### config.mk
export PLATFORM = sky130hd
export DESIGN_NAME = decode_queue_ctrl
export DESIGN_NICKNAME = d
export VERILOG_FILES = /design/src/rtl/decode_queue_ctrl.sv
export SDC_FILE = /design/constraint.sdc
export NUM_CORES = 1
export LEC_CHECK = 0
export BUFFER_PORTS_ARGS = -buffer_cell sky130_fd_sc_hd__buf_2
export CORE_MARGIN = 4
export CORE_UTILIZATION = 48
export CTS_CLUSTER_SIZE = 25
export DETAILED_ROUTE_END_ITERATION = 12
export PLACE_DENSITY = 0.74
export SLEW_MARGIN = 20
export SYNTH_ARGS = -nofsm -noshare
export SYNTH_HDL_FRONTEND = slang
export SYNTH_SLANG_ARGS = --single-unit
### constraint.sdc
create_clock -name clk -period 4 [get_ports clk]
set_input_delay 0.6 -clock clk [delete_from_list [all_inputs] [get_ports clk]]
set_output_delay 0.6 -clock clk [all_outputs]
set_load 0.1 [all_outputs]
### src/rtl/decode_queue_ctrl.sv
// Flow controller and flush sequencer for decode_queue: occupancy tracking, fetch admission, flush/hold.
// Optional statistics counters are compiled in when DQCTRL_STATS_EN is defined.
module decode_queue_ctrl #(
  parameter  int DQ_N         = 8,
  parameter  int MQ_N         = 4,
  parameter  int REDIRECT_LAT = 2,
  localparam int OCC_W        = $clog2(DQ_N + 1),
  localparam int CNT_W        = $clog2(MQ_N + 1)
) (
  input  logic             clk,
  input  logic             rstn,
  input  logic             fet_req,
  input  logic [CNT_W-1:0] fet_cnt,
  output logic             fet_valid,
  output logic             fet_ready,
  input  logic             dec_ready,
  input  logic             redirect,
  output logic             dq_stall,
  output logic             dq_flush,
  output logic [OCC_W-1:0] occ,
  output logic             dq_empty,
  output logic             dq_full
`ifdef DQCTRL_STATS_EN
  ,
  output logic [31:0]      stat_full_cyc,
  output logic [15:0]      stat_flush,
  output logic [31:0]      stat_empty_cyc
`endif
);

  localparam int SUM_W = OCC_W + 1;

  typedef enum logic [1:0] {
    ST_RST_FLUSH,
    ST_RUN,
    ST_FLUSH,
    ST_HOLD
  } state_t;

  state_t           state, state_next;
  logic [OCC_W-1:0] occ_next;
  logic [3:0]       hold_cnt, hold_next;
  logic             pop;
  logic             fits;
  logic [SUM_W-1:0] room;

  // Occupancy after this cycle's pop plus the offered packet, one bit wider so it never wraps.
  assign pop  = (state == ST_RUN) && dec_ready && (occ != '0);
  assign room = {1'b0, occ} - SUM_W'(pop) + SUM_W'(fet_cnt);
  assign fits = (room <= SUM_W'(DQ_N));

  assign fet_ready = (state == ST_RUN);
  assign dq_flush  = (state == ST_RST_FLUSH) || (state == ST_FLUSH);
  assign dq_empty  = (occ == '0);
  assign dq_full   = (occ == OCC_W'(DQ_N));

  // NOTE: every always_comb output gets a default first so no path leaves it unassigned (no latch).
  always_comb begin
    state_next = state;
    occ_next   = occ;
    hold_next  = hold_cnt;
    fet_valid  = 1'b0;
    dq_stall   = 1'b0;
    case (state)
      ST_RST_FLUSH: state_next = ST_RUN;  // a redirect here is absorbed
      ST_RUN: begin
        dq_stall = ~dec_ready;
        if (redirect) begin
          state_next = ST_FLUSH;
          occ_next   = '0;
        end else begin
          fet_valid = fet_req && dec_ready && (fet_cnt != '0) && fits;
          occ_next  = OCC_W'({1'b0, occ} - SUM_W'(pop)
                             + (fet_valid ? SUM_W'(fet_cnt) : SUM_W'(0)));
        end
      end
      ST_FLUSH: begin
        occ_next = '0;
        if (!redirect) begin
          state_next = ST_HOLD;
          hold_next  = 4'(REDIRECT_LAT - 1);
        end
      end
      ST_HOLD: begin
        if (redirect) begin
          state_next = ST_FLUSH;
          occ_next   = '0;
        end else if (hold_cnt == '0) begin
          state_next = ST_RUN;
        end else begin
          hold_next = hold_cnt - 4'd1;
        end
      end
      default: state_next = ST_RST_FLUSH;
    endcase
  end

  // NOTE: sequential state uses non-blocking assignments so every register samples pre-edge values.
  always_ff @(posedge clk or negedge rstn) begin
    if (!rstn) begin
      state    <= ST_RST_FLUSH;
      occ      <= '0;
      hold_cnt <= '0;
    end else begin
      state    <= state_next;
      occ      <= occ_next;
      hold_cnt <= hold_next;
    end
  end

`ifdef DQCTRL_STATS_EN
  logic refused;
  logic empty_cyc;
  logic flush_entry;

  assign refused     = (state == ST_RUN) && !redirect && fet_req && (fet_cnt != '0) && !fits;
  assign empty_cyc   = (state == ST_RUN) && dec_ready && (occ == '0);
  assign flush_entry = (state_next == ST_FLUSH);

  // Counters saturate at all-ones rather than wrapping.
  always_ff @(posedge clk or negedge rstn) begin
    if (!rstn) begin
      stat_full_cyc  <= '0;
      stat_flush     <= '0;
      stat_empty_cyc <= '0;
    end else begin
      if (refused && (stat_full_cyc != '1))
        stat_full_cyc <= stat_full_cyc + 32'd1;
      if (flush_entry && (stat_flush != '1))
        stat_flush <= stat_flush + 16'd1;
      if (empty_cyc && (stat_empty_cyc != '1))
        stat_empty_cyc <= stat_empty_cyc + 32'd1;
    end
  end
`endif

  a_occ_bound: assert property (@(posedge clk) disable iff (!rstn)
    occ <= OCC_W'(DQ_N));
  a_cnt_range: assert property (@(posedge clk) disable iff (!rstn)
    fet_req |-> (fet_cnt <= CNT_W'(MQ_N)));

endmodule
==> metrics.csv <==
stage;metric;value;unit
outcome;status;finished, final reports clean;
power_and_ir_drop;ir_drop;0.0003514;V
sta;setup-violations-final;0;
cts;htree_levels;1;
floorplanning;core_area;1745;um^2
layout;fin_nets;147;
sta;finClkSkew;0.001174;ns
worst_hold_path;hold_path.class;primary input to asynchronous set/reset pin;
synthesis;yosysWarnings;0;
drt;drt-total-wl;2151;um
floorplanning;initial_core_util;0.5097;
synthesis;syn-cell-area;889.6;um^2
placement;gp_congestion;0.7500;
placement;dp_hpwl;1613;um
floorplanning;die_area;2606;um^2
sta;clock.fmax;262.2;MHz
drt;drt.antenna.violating_nets;0;
global_route;antenna_found_initial;0;
critical_path;reg2reg_depth;18;
drt;drc;0;
synthesis;syn_nets;123;
synthesis;synth_ff_type;dfrtp_1;
critical_path;crit_path_max_incr_delay;0.47;ns
sta;finalCritPeriodShare;0.9534;
cts;cts_tree;built;
sta;slew_headroom;0.6767;
layout;layout-drive-gt1-share;0.3680;
drt;viasPerCell;5.447;
critical_path;crit_family;simple AND/OR/NAND/NOR gates;
critical_path;r2r_slack;0.19;ns
synthesis;synthCells;102;
sta;worst_pin_slew;0.4883;ns
critical_path;required;4.17;ns
critical_path;r2r_start;occ[1];
floorplanning;dieHeight;51.05;um
sta;slew_violations;0;
sta;setup_ws;0.1865;ns
floorplanning;io_pins;18;
cts;cts_inserted_buffers;3;
sta;hold_ws;0.1806;ns
global_route;grt_pass1_wl;3629;um
cts;clk_pin_slew;0.07;ns
critical_path;worst_path_max_delay_cell;dfrtp_2;
drt;drt_iter0_drc;9;
synthesis;ys_ff_latch;10;
synthesis;syn_area_per_cell;8.722;um^2
critical_path;critPathKind;flip-flop to flip-flop;
cts;clkSinkCount;10;
layout;area_delta_synth_final;36.43;%
power_and_ir_drop;p_leak;0.5560;nW
critical_path;crit_buf_inv;2;
floorplanning;rows;15;
global_route;grt_pass1_vias;828;
placement;place_ws;0.02996;ns
critical_path;r2r-end;occ[3];
critical_path;critPathLaunchType;flip-flop;
drt;vias;817;
synthesis;synth_cell_types;30;
floorplanning;die_w;51.05;um
critical_path;worst_setup_path_end_kind;flip-flop;
cts;cts_buffer_depth;2;
placement;io_buffers;17;
global_route;grt_max_degree;11;
run;cap_violations;0;
cts;ctsRootBufferMaster;clkbuf_4;
synthesis;ys_seq_area_frac;0.2813;
critical_path;arrival;3.98;ns
sta;hold_viol;0;
critical_path;path_cells;nor4_4, nor2_1, ha_2, inv_1, ha_1, inv_1, fa_2, nor2b_4, o21ai_2, o311ai_4, o2111ai_4, nor3_2, ha_1, a21o_1, a21oi_2, xor2_1, or4_1, o311ai_1;
sta;period_minus_slack;3.814;ns
layout;n_antenna_cell;0;
drt;dr.pass1.iters;4;
power_and_ir_drop;power.density;417.9;nW/um^2
cts;clock_latency;0.27;ns
global_route;grt_util_all_layers;0.1852;
synthesis;async_reset_ff_frac;1.000;
global_route;overflow;0;
drt;routedWlPerCell;14.34;um
cts;post_cts_buffers;0;
critical_path;crit_fanout;6;
synthesis;synth-edff-count;0;
[cells by family (layout without fill, tap and decap cells)]
logic type / Yosys count / count (layout) / synth area share
AOI/OAI and AO/OA: 23 / 23 / 0.1730
muxes: 1 / 1 / 0.01125
and+or+nand+nor: 34 / 34 / 0.2124
xor gates and xnor gates: 6 / 6 / 0.05908
adders and majority gates: 13 / 13 / 0.1997
DFF: 10 / 10 / 0.2813
buffers and inverters: 15 / 38 / 0.06329
[repair_timing]
| action | in CTS | in global routing |
|---|---|---|
| resized for setup | 0 | 10 |
| hold buffers | 0 | 0 |
| endpoints found under the setup margin | 0 | 3 |
[cells in the mapped netlist, drive strengths merged (2+ instances only)]
library cell / count / area [um^2]
fa: 2 / 40.04
nor4: 3 / 18.77
inv: 14 / 52.55
nand2: 8 / 30.03
ha: 11 / 137.6
nand2b: 3 / 18.77
o31ai: 2 / 15.01
xnor2: 3 / 26.28
nand3: 3 / 15.01
dfrtp: 10 / 250.2
a21oi: 4 / 20.02
nor3b: 4 / 41.29
xor2: 3 / 26.28
nor3: 2 / 10.01
o311ai: 2 / 17.52
a22o: 4 / 36.29
o21ai: 7 / 35.03
nor2: 7 / 26.28
[worst max path at each step]
stage | start | endpoint | slack, ns | cells after the start
6_report | occ[1] | occ[3] | 0.19 | 18
5_1_grt | occ[1] | occ[3] | -0.004 | 18
4_1_cts | occ[0] | occ[3] | 0.04 | 16
3_5_place_dp | dec_ready | occ[3] | 0.03 | 19
3_3_place_gp | dec_ready | occ[3] | 0.11 | 19
2_1_floorplan | occ[0] | occ[3] | -0.82 | 16
[registers in the layout (all words and copies together), names as in the netlist]
| signal | flops |
|---|---|
| hold_cnt | 4 |
| state | 2 |
| occ | 4 |
[final cells by class]
class,instances,area (um^2)
Inverter,14,52.55
Fill cell,153,531.8
Timing Repair Buffer,20,110.1
Multi-Input combinational cell,77,725.7
Clock buffer,4,36.28
Tap cell,25,31.28
Sequential cell,10,257.7
[worst register-to-register path, cell delays in order (launching register included)]
cell and delay (ns):
dfrtp_2 0.47, nor4_4 0.30, nor2_1 0.07, ha_2 0.27
inv_1 0.08, ha_1 0.17, inv_1 0.05, fa_2 0.37
nor2b_4 0.20, o21ai_2 0.10, o311ai_4 0.09, o2111ai_4 0.23
nor3_2 0.16, ha_1 0.25, a21o_1 0.17, a21oi_2 0.13
xor2_1 0.09, or4_1 0.41, o311ai_1 0.10
[power by group]
| group | switching [mW] | total [mW] | internal (mW) |
|---|---|---|---|
| registers | 0.0203 | 0.148 | 0.128 |
| logic | 0.181 | 0.266 | 0.0849 |
| clock network | 0.0376 | 0.0929 | 0.0553 |
| total | 0.239 | 0.507 | 0.268 |
[cells in the final DEF, fill, tap and decap left out, types with 3 or more instances in the layout]
| cell | n |
|---|---|
| buf_2 | 16 |
| inv_1 | 14 |
| ha_1 | 9 |
| nand2_1 | 8 |
| nor2_1 | 7 |
| o21ai_0 | 6 |
| dfrtp_1 | 6 |
| clkbuf_4 | 4 |
| nand2b_1 | 3 |
| nand3_1 | 3 |
| a21oi_1 | 3 |
| xnor2_1 | 3 |
| a22o_1 | 3 |
| dfrtp_2 | 3 |
| buf_4 | 3 |
[layer usage]
metal | track usage | part of all wire | wire, um | vias up
met5 | 0 | 0 | 0 | -
met4 | 0.02691 | 0 | 0 | 0
met3 | 0.05248 | 0.048 | 104 | 0
met2 | 0.3283 | 0.52 | 1127 | 22
met1 | 0.2250 | 0.43 | 919 | 390
li1 | - | - | - | 405
[through the flow]
step	utilization	setup TNS, ns	std cells	instance area [um^2]	total power, mW
after CTS	0.6595	0	150	1151	0.5041
after global routing	0.6953	-0.004263	150	1214	0.5440
after detailed placement	0.6387	0	146	1115	0.4036
after floorplan	-	-3.547	102	979.7	0.3421
after global placement	0.6387	0	146	1115	0.3973
final	0.6953	0	150	1214	0.5072
Power figures use the tool's default switching activity.
